[src/rtl/wb_arbiter.sv]
// wb_arbiter
// Shares the single ROB write port between the ALU, MEM and MUL result
// streams. Each unit owns a one-entry write-back buffer. A round-robin arbiter
// drains the buffers into the ROB. Every buffer is also exported as a bypass
// source, so a waiting result stays forwardable until it is written.
//
// Ports
//   clk, reset                 clock, asynchronous active-high reset
//   flush                      squash all buffered results (mispredict)
//   {alu,mem,mul}_valid/_data/_rob_id   unit result handshake inputs
//   {alu,mem,mul}_ready        buffer can accept a result this cycle
//   rob_wr_en/_data/_id/_src   ROB write port (src 0=ALU 1=MEM 2=MUL)
//   {alu,mem,mul}_wb_data/_wb_rob_id/_wb_bypass_enable   bypass sources
module wb_arbiter #(
    parameter int WORD_SIZE       = 32,
    parameter int ROB_ENTRY_WIDTH = 4
) (
    input  logic                       clk,
    input  logic                       reset,
    input  logic                       flush,
    input  logic                       alu_valid,
    input  logic [WORD_SIZE-1:0]       alu_data,
    input  logic [ROB_ENTRY_WIDTH-1:0] alu_rob_id,
    output logic                       alu_ready,
    input  logic                       mem_valid,
    input  logic [WORD_SIZE-1:0]       mem_data,
    input  logic [ROB_ENTRY_WIDTH-1:0] mem_rob_id,
    output logic                       mem_ready,
    input  logic                       mul_valid,
    input  logic [WORD_SIZE-1:0]       mul_data,
    input  logic [ROB_ENTRY_WIDTH-1:0] mul_rob_id,
    output logic                       mul_ready,
    output logic                       rob_wr_en,
    output logic [WORD_SIZE-1:0]       rob_wr_data,
    output logic [ROB_ENTRY_WIDTH-1:0] rob_wr_id,
    output logic [1:0]                 rob_wr_src,
    output logic [WORD_SIZE-1:0]       alu_wb_data,
    output logic [ROB_ENTRY_WIDTH-1:0] alu_wb_rob_id,
    output logic                       alu_wb_bypass_enable,
    output logic [WORD_SIZE-1:0]       mem_wb_data,
    output logic [ROB_ENTRY_WIDTH-1:0] mem_wb_rob_id,
    output logic                       mem_wb_bypass_enable,
    output logic [WORD_SIZE-1:0]       mul_wb_data,
    output logic [ROB_ENTRY_WIDTH-1:0] mul_wb_rob_id,
    output logic                       mul_wb_bypass_enable
);

    // Unit index 0=ALU, 1=MEM, 2=MUL throughout.
    logic [2:0]                 in_valid;
    logic [WORD_SIZE-1:0]       in_data [3];
    logic [ROB_ENTRY_WIDTH-1:0] in_id   [3];

    logic [2:0]                 valid_q, valid_d;
    logic [WORD_SIZE-1:0]       data_q  [3];
    logic [WORD_SIZE-1:0]       data_d  [3];
    logic [ROB_ENTRY_WIDTH-1:0] id_q    [3];
    logic [ROB_ENTRY_WIDTH-1:0] id_d    [3];
    logic [1:0]                 rr_q, rr_d;

    logic [1:0]                 gnt_idx;
    logic [2:0]                 grant;
    logic [2:0]                 ready;
    logic                       wr_en;
    logic [WORD_SIZE-1:0]       sel_data;
    logic [ROB_ENTRY_WIDTH-1:0] sel_id;

    assign in_valid   = {mul_valid, mem_valid, alu_valid};
    assign in_data[0] = alu_data;
    assign in_data[1] = mem_data;
    assign in_data[2] = mul_data;
    assign in_id[0]   = alu_rob_id;
    assign in_id[1]   = mem_rob_id;
    assign in_id[2]   = mul_rob_id;

    // Round-robin search starting at rr_q. The last candidate of each order is
    // chosen by elimination; its value is irrelevant when no buffer is valid
    // because wr_en is then low.
    always_comb begin
        gnt_idx = 2'd0;
        case (rr_q)
            2'd1:    gnt_idx = valid_q[1] ? 2'd1 : (valid_q[2] ? 2'd2 : 2'd0);
            2'd2:    gnt_idx = valid_q[2] ? 2'd2 : (valid_q[0] ? 2'd0 : 2'd1);
            default: gnt_idx = valid_q[0] ? 2'd0 : (valid_q[1] ? 2'd1 : 2'd2);
        endcase
    end

    assign wr_en = (|valid_q) && !flush;
    assign grant = wr_en ? (3'b001 << gnt_idx) : 3'b000;
    // A granted buffer empties at this edge, so it can take a new result too.
    assign ready = flush ? 3'b000 : (~valid_q | grant);

    always_comb begin
        sel_data = data_q[0];
        sel_id   = id_q[0];
        case (gnt_idx)
            2'd1: begin
                sel_data = data_q[1];
                sel_id   = id_q[1];
            end
            2'd2: begin
                sel_data = data_q[2];
                sel_id   = id_q[2];
            end
            default: begin
                sel_data = data_q[0];
                sel_id   = id_q[0];
            end
        endcase
    end

    always_comb begin
        valid_d = valid_q;
        rr_d    = rr_q;
        for (int u = 0; u < 3; u++) begin
            data_d[u] = data_q[u];
            id_d[u]   = id_q[u];
        end
        if (flush) begin
            // Flush wins over any capture; ready is already low.
            valid_d = 3'b000;
            rr_d    = 2'd0;
        end else begin
            if (wr_en) begin
                rr_d = (gnt_idx == 2'd2) ? 2'd0 : gnt_idx + 2'd1;
            end
            for (int u = 0; u < 3; u++) begin
                if (in_valid[u] && ready[u]) begin
                    valid_d[u] = 1'b1;
                    data_d[u]  = in_data[u];
                    id_d[u]    = in_id[u];
                end else if (grant[u]) begin
                    valid_d[u] = 1'b0;
                end
            end
        end
    end

    always_ff @(posedge clk or posedge reset) begin
        if (reset) begin
            valid_q <= 3'b000;
            rr_q    <= 2'd0;
            for (int u = 0; u < 3; u++) begin
                data_q[u] <= '0;
                id_q[u]   <= '0;
            end
        end else begin
            valid_q <= valid_d;
            rr_q    <= rr_d;
            for (int u = 0; u < 3; u++) begin
                data_q[u] <= data_d[u];
                id_q[u]   <= id_d[u];
            end
        end
    end

    assign alu_ready   = ready[0];
    assign mem_ready   = ready[1];
    assign mul_ready   = ready[2];

    assign rob_wr_en   = wr_en;
    assign rob_wr_data = wr_en ? sel_data : '0;
    assign rob_wr_id   = wr_en ? sel_id   : '0;
    assign rob_wr_src  = wr_en ? gnt_idx  : 2'd0;

    assign alu_wb_data          = data_q[0];
    assign alu_wb_rob_id        = id_q[0];
    assign alu_wb_bypass_enable = valid_q[0];
    assign mem_wb_data          = data_q[1];
    assign mem_wb_rob_id        = id_q[1];
    assign mem_wb_bypass_enable = valid_q[1];
    assign mul_wb_data          = data_q[2];
    assign mul_wb_rob_id        = id_q[2];
    assign mul_wb_bypass_enable = valid_q[2];

endmodule

[config.mk]
export PLATFORM = sky130hd
export DESIGN_NAME = wb_arbiter
export DESIGN_NICKNAME = d
export VERILOG_FILES = /design/src/rtl/wb_arbiter.sv
export SDC_FILE = /design/constraint.sdc
export NUM_CORES = 1
export LEC_CHECK = 0
export CAP_MARGIN = 20
export CORE_MARGIN = 8
export CORE_UTILIZATION = 37
export DETAILED_ROUTE_END_ITERATION = 10
export PLACE_DENSITY = 0.77
export SLEW_MARGIN = 0
export SYNTH_ARGS = -nofsm -noshare
export SYNTH_HDL_FRONTEND = slang
export SYNTH_SLANG_ARGS = --single-unit
[constraint.sdc]
create_clock -name clk -period 4.1 [get_ports clk]
set_input_delay 1.23 -clock clk [delete_from_list [all_inputs] [get_ports clk]]
set_output_delay 1.23 -clock clk [all_outputs]
set_load 0.005 [all_outputs]
# == Yosys cells after proc, flatten, opt, wreduce, memory -nomap -nowiden ==
# Cells that the tools add are included.
# totals
out_inout_bits,153
reg_bits,113
inputBits,114
elab_cells,56
# classes
reduce_logical,13
n_mux,24
add_sub_neg,1
n_bitwise,3
n_shift,1
n_eq_ne,4
# op_table
operator,n
one-hot mux 32 bit (2 select lines),1
2-to-1 mux 32 bit,1
2-to-1 mux 2 bit,9
2-to-1 mux 3 bit,3
nonzero test 3 bit,3
one-hot mux 4 bit (2 select lines),1
2-to-1 mux 1 bit,7
AND reduction 2 bit,3
"equality test 2 x 1 -> 1 bit, second input constant",2
"equality test 2 bit, second input constant",2
logical AND 1 bit,4
2-to-1 mux 4 bit,1
one-hot mux 2 bit (2 select lines),1
NOT 3 bit,1
OR 3 bit,1
OR reduction 3 bit,1
"left shift 1 x 2 -> 3 bit, first input constant",1
"adder 2 x 1 -> 2 bit, second input constant",1
nonzero test 2 bit,1
zero test 1 bit,1
NOT 1 bit,1

# == Logic depth before layout (Yosys ltp) ==
# Gate-level depths: netlist (run 1).
# depth
word_depth,10
depth_mapped,12
mapped_depth_nobuf,9

# == Least setup slack after synthesis (run 1) ==
# No wires, ideal clock.
# synth_path
path_type,reg2out
start,register rr_q[0]
end,output port rob_wr_data[20]
arrival_ns,2.336
slack_ns,0.534
stages_incl_launch_ff,10
path_cell_list,dfrtp_1 inv_1 ha_1 or3b_2 a22o_1 ha_1 buf_1 clkbuf_1 nor2_1 a211oi_1
# synth_via
elab_chain_len,5
# synth_rtl
item,line,rtl
from (decl),58,"logic [1:0] rr_q, rr_d;"
from (signal assigned),148,rr_q <= rr_d;
equality test 2 bit or equality test 2 x 1 -> 1 bit (tied branches),80,case (rr_q)
one-hot mux 2 bit (2 select lines) (*),80,
equality test 2 bit or equality test 2 x 1 -> 1 bit (tied branches),95,case (gnt_idx)
one-hot mux 32 bit (2 select lines) (*),95,
2-to-1 mux 32 bit (*),161,assign rob_wr_data = wr_en ? sel_data : '0;
to (decl),34,"output logic [WORD_SIZE-1:0] rob_wr_data,"
# Mark *: on every way between the ends. The rest lies on a longest branch, timed or not.

# == Worst setup path after layout (run 1) ==
# layout_path
start,register rr_q[0]
end,output port rob_wr_data[23]
# Same word-level chain as after synthesis.

==> results of run 1 <==
worst paths after layout:
check / from / to
worst max-delay path: rr_q[0]$_DFFE_PP0P_ / rob_wr_data[23]
worst min-delay path: alu_wb_data[6]$_DFFE_PP0P_ / alu_wb_data[6]$_DFFE_PP0P_
worst max register to register: rr_q[0]$_DFFE_PP0P_ / mem_wb_data[31]$_DFFE_PP0P_
worst min register to register: alu_wb_data[6]$_DFFE_PP0P_ / alu_wb_data[6]$_DFFE_PP0P_
max in group asynchronous: reset / mul_wb_data[11]$_DFFE_PP0P_
min in group asynchronous: reset / alu_wb_data[27]$_DFFE_PP0P_
layer usage:
metal  GRT usage, %  share of wire, %  wire length [um]  vias up
li1               -                 -                 -     2053
met1           22.2                38              7550     2283
met2           34.6                51              9970      195
met3           7.42               8.6              1700       33
met4           8.93               2.4               475        0
met5              0                 0                 0        -
layout make-up:
cell class | count | area [um2] | share of cell area, %
Timing Repair Buffer | 301 | 3030 | 32.9
Sequential cell | 113 | 2830 | 30.7
Multi-Input combinational cell | 255 | 2490 | 27.1
Clock buffer | 22 | 474 | 5.15
Tap cell | 184 | 230 | 2.50
Clock inverter | 9 | 131 | 1.43
Inverter | 5 | 22.5 | 0.245
registers in the layout, indices dropped and copies added, names as in the netlist:
register / flops
alu_wb_rob_id: 4
mem_wb_rob_id: 4
rr_q: 2
valid_q: 3
mem_wb_data: 32
alu_wb_data: 32
mul_wb_data: 32
mul_wb_rob_id: 4
what timing repair did:
action | in CTS | in global routing
setup buffers | 7 | 4
pin swaps | 6 | 10
cloned | 2 | 2
resized for setup | 65 | 60
endpoints found under the setup margin | 38 | 41
worst max-delay path, cell delays in order (launching register included):
cell	delay [ns]
dfrtp_1	0.40
inv_1	0.07
ha_2	0.17
or3b_4	0.38
a22o_4	0.25
buf_4	0.15
ha_4	0.18
buf_12	0.14
buf_12	0.14
a22oi_1	0.17
a211oi_1	0.10
dlygate4sd2_1	0.27
cells by family (layout without fill, tap and decap cells):
kind of cell	after synthesis	in the layout	share of synthesized area, %
fa+ha+maj	5	5	1.16
simple gates	64	64	5.91
buf+inv	38	337	5.41
compound gates	76	76	10.4
mux	110	110	24.9
flops	113	113	52.2
power by group:
group,switching [mW],total (mW),internal (mW)
Clock,0.508,1.51,0.998
Combinational,1.56,3.70,2.14
Sequential,0.323,1.79,1.47
Total,2.39,7.00,4.61
through the flow:
stage	util, %	TNS [ns]	power, mW
after floorplan	-	0	3.14
after global placement	57.7	-0.797	4.94
after detailed placement	57.7	-2.46	5.02
after CTS	62.9	-0.000552	6.84
after global routing	63.8	-0.124	7.37
final	63.8	0	7.00
layout by cell type, fill, tap and decap left out, drive strengths merged, types with 2 or more instances in the layout:
cell and n:
inv 4, clkinv 3, dlygate4sd2 14, clkbuf 38
clkdlybuf4s50 227, nor2 49, bufinv 3, buf 36
a22oi 36, and2b 2, mux2 108, clkdlybuf4s15 4
nor3b 3, mux2i 2, nor2b 3, a21oi 2
dfrtp 113, ha 5, clkinvlp 4, nand2 2
dlymetal6s2s 3, a211oi 36
==> results.py, run 1 <==
metrics = {
    "final_layout": {
        "n_antenna_cell": 0,
        "layout-drive-gt1-share_pct": 31.8,
        "synthToLayoutAreaGrowth_pct": 70.0,
        "fin_area_um2": 9210,
        "finalNonFillerCells": 889,
        "fillCellCount": 1104,
        "final_nets": 812,
    },
    "worst_setup_path": {
        "critPathRequiredTime_ns": 2.87,
        "critPathArrivalTime_ns": 2.83,
        "setup.worst_path.class": "reg2out",
        "cp-start-kind": "flop",
        "rrSetupSlack_ns": 1.21,
        "cp_max_fo": 11,
        "rr_worst_depth": 11,
        "endpoint_kind": "primary output",
    },
    "sta": {
        "rsz0062_at_grt": "yes",
        "slew_viol_final": 0,
        "fmaxAchievable_ghz": 0.246,
        "finalClockSkew_ns": 0.00859,
        "setup_viol": 0,
        "slew_headroom_pct": 50.5,
        "worstMarginPinSlew_ns": 0.741,
        "hold_violations": 0,
        "hold_ws_ns": 0.529,
        "fin_crit_ns": 4.06,
        "setup_ws_ns": 0.0421,
        "finalCritPeriodShare_pct": 99.0,
    },
    "detailed_routing": {
        "wl_per_cell_um": 22.1,
        "drtIter0Drc": 226,
        "wl_um": 19700,
        "drtPass1Iterations": 4,
        "antenna_left": 0,
        "vias": 4564,
        "drc": 0,
        "viasPerCell": 5.13,
    },
    "global_route": {
        "grt.total_usage_pct": 20.3,
        "grt.overflow.total": 0,
        "grt_pass1_vias": 5028,
        "grt_pass1_wl_um": 28700,
        "grt_max_degree": 51,
        "antenna_found_initial": 0,
    },
    "floorplanning": {
        "core-area_um2": 14400,
        "fp.dieH_um": 137,
        "die-area_um2": 18800,
        "ios": 267,
        "start_util_pct": 37.6,
        "die_width_um": 137,
        "rows": 44,
    },
    "yosys": {
        "ys.flop_type": "dfrtp_1",
        "synth_common_cells": "113 x dfrtp_1, 71 x mux2_2, 49 x nor2_1, 36 x a211oi_1, 36 x a22oi_1",
        "synth.avg_cell_area_um2": 13.3,
        "ys_seq_area_share_pct": 52.2,
        "yosysWarnings": 0,
        "synth_seq_cells": 113,
        "async_flop_share_pct": 100,
        "synthesis.nets": 525,
        "yosys.cell_types.count": 30,
        "synth_top_area_cell": "dfrtp_1",
        "yosysTopAreaCellShare_pct": 52.2,
        "netlist_instances": 406,
        "synth.most_common_cell": "dfrtp_1",
        "synth_area_um2": 5420,
        "ys_top_cells_by_area": "dfrtp_1 52%, mux2_2 15%, mux2_4 8.3%",
        "synth_edf_count": 0,
    },
    "place": {
        "placed_cells": 844,
        "dp_hpwl_um": 14100,
        "portBuffers": 266,
        "place_congestion": 0.788,
        "placed_area_um2": 8320,
        "dp_slack_ns": -0.156,
    },
    "flow_run": {
        "drv_cap": 0,
    },
    "clock_tree": {
        "cts_buffers": 17,
        "cts_tree": "done",
        "clockBufferDepth": 2,
        "cts_root_buf": "clkbuf_16",
        "htreeDepth": 4,
        "cts.sinks": 113,
        "worstSkewPairLatency_ns": 0.41,
        "clk_pin_slew_worst_paths_ns": 0.05,
        "hold_buffers": 0,
    },
    "worst_hold_path": {
        "hold_depth": 1,
        "min_path_type": "reg2reg",
    },
    "power_and_ir_drop": {
        "ir_drop_uv": 368,
        "p_leak_nw": 3.86,
        "p_per_area_nw_per_um2": 760,
    },
    "status": {
        "status": "completed",
    },
}
Note: power is estimated with default switching activity, not from simulation.
==> run 2, diff against run 1 <==
--- a/config.mk
+++ b/config.mk
@@ -9,6 +9,7 @@
 export CORE_MARGIN = 8
 export CORE_UTILIZATION = 37
 export DETAILED_ROUTE_END_ITERATION = 10
+export GPL_TIMING_DRIVEN = 1
 export PLACE_DENSITY = 0.77
 export SLEW_MARGIN = 0
 export SYNTH_ARGS = -nofsm -noshare
==> results of run 2 <==
Final layout, timing and power as in run 1 (identical DEF).
==> run 3, diff against run 2 <==
--- a/config.mk
+++ b/config.mk
@@ -7,10 +7,11 @@
 export LEC_CHECK = 0
 export CAP_MARGIN = 20
 export CORE_MARGIN = 8
-export CORE_UTILIZATION = 37
+export CORE_UTILIZATION = 38
+export CTS_BUF_LIST = sky130_fd_sc_hd__clkbuf_2 sky130_fd_sc_hd__clkbuf_4 sky130_fd_sc_hd__clkbuf_8
 export DETAILED_ROUTE_END_ITERATION = 10
 export GPL_TIMING_DRIVEN = 1
-export PLACE_DENSITY = 0.77
+export PLACE_DENSITY = 0.79
 export SLEW_MARGIN = 0
 export SYNTH_ARGS = -nofsm -noshare
 export SYNTH_HDL_FRONTEND = slang
==> results.py, run 3 (synthesis results as in run 1) <==
metrics = {
    "detailed_routing": {
        "antenna_left": 0,
        "vias": 4589,
        "drtPass1Iterations": 4,
        "drc": 0,
        "wl_um": 19400,
        "drtIter0Drc": 217,
        "wl_per_cell_um": 22.2,
        "viasPerCell": 5.25,
    },
    "worst_setup_path": {
        "critPathArrivalTime_ns": 2.80,
        "endpoint_kind": "primary output",
        "critical_path.slowest_cell": "or3b_2",
        "reg2reg_from": "rr_q[0]$_DFFE_PP0P_",
        "max_stage_delay_ns": 0.46,
        "setup.worst_path.class": "reg2out",
        "cp-start-kind": "flop",
        "startpoint": "rr_q[0]$_DFFE_PP0P_",
        "cp_max_fo": 8,
        "worstPathCellList": "inv_1, ha_1, or3b_2, a22o_4, inv_2, ha_4, bufbuf_16, a22oi_1, a211oi_1, clkbuf_2",
        "critPathRequiredTime_ns": 2.87,
    },
    "final_layout": {
        "final_common_cell": "clkdlybuf4s50_1",
        "n_antenna_cell": 0,
        "seq_area_um2": 2830,
        "synthToLayoutAreaGrowth_pct": 61.9,
        "final_nets": 800,
        "multi_input_area_um2": 2430,
        "layout-drive-gt1-share_pct": 32.4,
        "final_cell_mix": "228 x clkdlybuf4s50_1, 113 x dfrtp_1, 71 x mux2_2, 49 x nor2_1, 35 x a22oi_1",
        "fillCellCount": 1096,
        "finalNonFillerCells": 874,
        "fin_util_pct": 63.2,
        "fin_area_um2": 8770,
    },
    "sta": {
        "slew_viol_final": 0,
        "fmaxAchievable_ghz": 0.248,
        "setup_viol": 0,
        "setup_ws_ns": 0.0715,
        "hold_violations": 0,
        "rsz0062_at_grt": "yes",
        "worstMarginPinSlew_ns": 0.717,
        "finalCritPeriodShare_pct": 98.3,
        "fin_crit_ns": 4.03,
        "slew_headroom_pct": 52.2,
        "finalClockSkew_ns": 0.0110,
        "hold_ws_ns": 0.522,
    },
    "clock_tree": {
        "worstSkewPairLatency_ns": 0.43,
        "cts_buffers": 17,
        "cts.sinks": 113,
        "clk_pin_slew_worst_paths_ns": 0.07,
        "clockBufferDepth": 2,
        "cts_tree": "done",
        "cts_root_buf": "clkbuf_8",
        "htreeDepth": 4,
        "hold_buffers": 0,
    },
    "floorplanning": {
        "rows": 43,
        "ios": 267,
        "die_width_um": 135,
        "die-area_um2": 18300,
        "fp.dieH_um": 135,
        "core-area_um2": 13900,
        "start_util_pct": 39.0,
    },
    "worst_hold_path": {
        "min_path_type": "reg2reg",
        "min_from": "mul_wb_data[18]$_DFFE_PP0P_",
    },
    "place": {
        "dp_hpwl_um": 13800,
        "dp_slack_ns": -0.141,
        "portBuffers": 266,
        "place_congestion": 0.798,
        "placed_cells": 834,
        "placed_area_um2": 8260,
    },
    "global_route": {
        "grt.total_usage_pct": 20.8,
        "grt_pass1_wl_um": 29000,
        "grt_pass1_vias": 4981,
        "antenna_found_initial": 0,
        "grt.overflow.total": 0,
        "grt_max_degree": 58,
    },
    "power_and_ir_drop": {
        "ir_drop_uv": 384,
        "p_leak_nw": 3.67,
        "p_per_area_nw_per_um2": 718,
    },
    "status": {
        "status": "completed",
    },
    "flow_run": {
        "drv_cap": 0,
    },
}
run 3: what timing repair did:
action | in CTS | in global routing
gates resized for setup | 111 | 54
pin swaps | 31 | 28
endpoints found under the setup margin | 37 | 36
gates cloned | 4 | 0
buffers inserted | 3 | 1
run 3: path summary, 6_finish.rpt:
kind                                                 to  cells after the start  slack (ns)
hold / removal              mul_wb_data[18]$_DFFE_PP0P_                      1        0.52
setup / recovery                        rob_wr_data[26]                     10        0.07
min in group asynchronous   mem_wb_data[28]$_DFFE_PP0P_                      3        1.39
max in group asynchronous    mem_wb_data[5]$_DFFE_PP0P_                      3        2.22
hold reg to reg             mul_wb_data[18]$_DFFE_PP0P_                      1        0.52
setup reg to reg           mem_wb_rob_id[3]$_DFFE_PP0P_                     12        1.14
run 3: worst max-delay path: cells and delay by family (launching register included):
kind            cells  cell delay (ns)
buf+inv             4             0.58
compound gates      3             0.63
fa+ha+maj           2             0.30
simple gates        1             0.46
flops               1             0.39
run 3: cell type report:
type                            instances  share of cell area [%]
Multi-Input combinational cell        255                    27.8
Tap cell                              180                    2.57
Sequential cell                       113                    32.2
Inverter                                5                   0.257
Clock buffer                           22                    3.31
Clock inverter                         10                    1.51
Timing Repair Buffer                  289                    32.4
run 3: metal layers:
layer	track usage (%)	wire [um]	vias to the layer above
li1	-	-	2041
met1	22.7	7590	2284
met2	35.7	9530	217
met3	7.53	1640	47
met4	9.38	622	0
met5	0	0	-
run 3: metrics by stage:
step	power [mW]	TNS, ns
2_1_floorplan	3.14	0
3_3_place_gp	4.83	-0.0258
3_5_place_dp	4.90	-0.890
4_1_cts	6.37	-0.0459
5_1_grt	6.65	-0.116
6_report	6.29	0
run 3: power breakdown:
group	switching [mW]	leakage, nW	internal (mW)	total [mW]
registers	0.316	1.33	1.47	1.78
clock network	0.450	0.211	0.658	1.11
logic	1.48	2.13	1.92	3.40
total	2.25	3.67	4.05	6.29
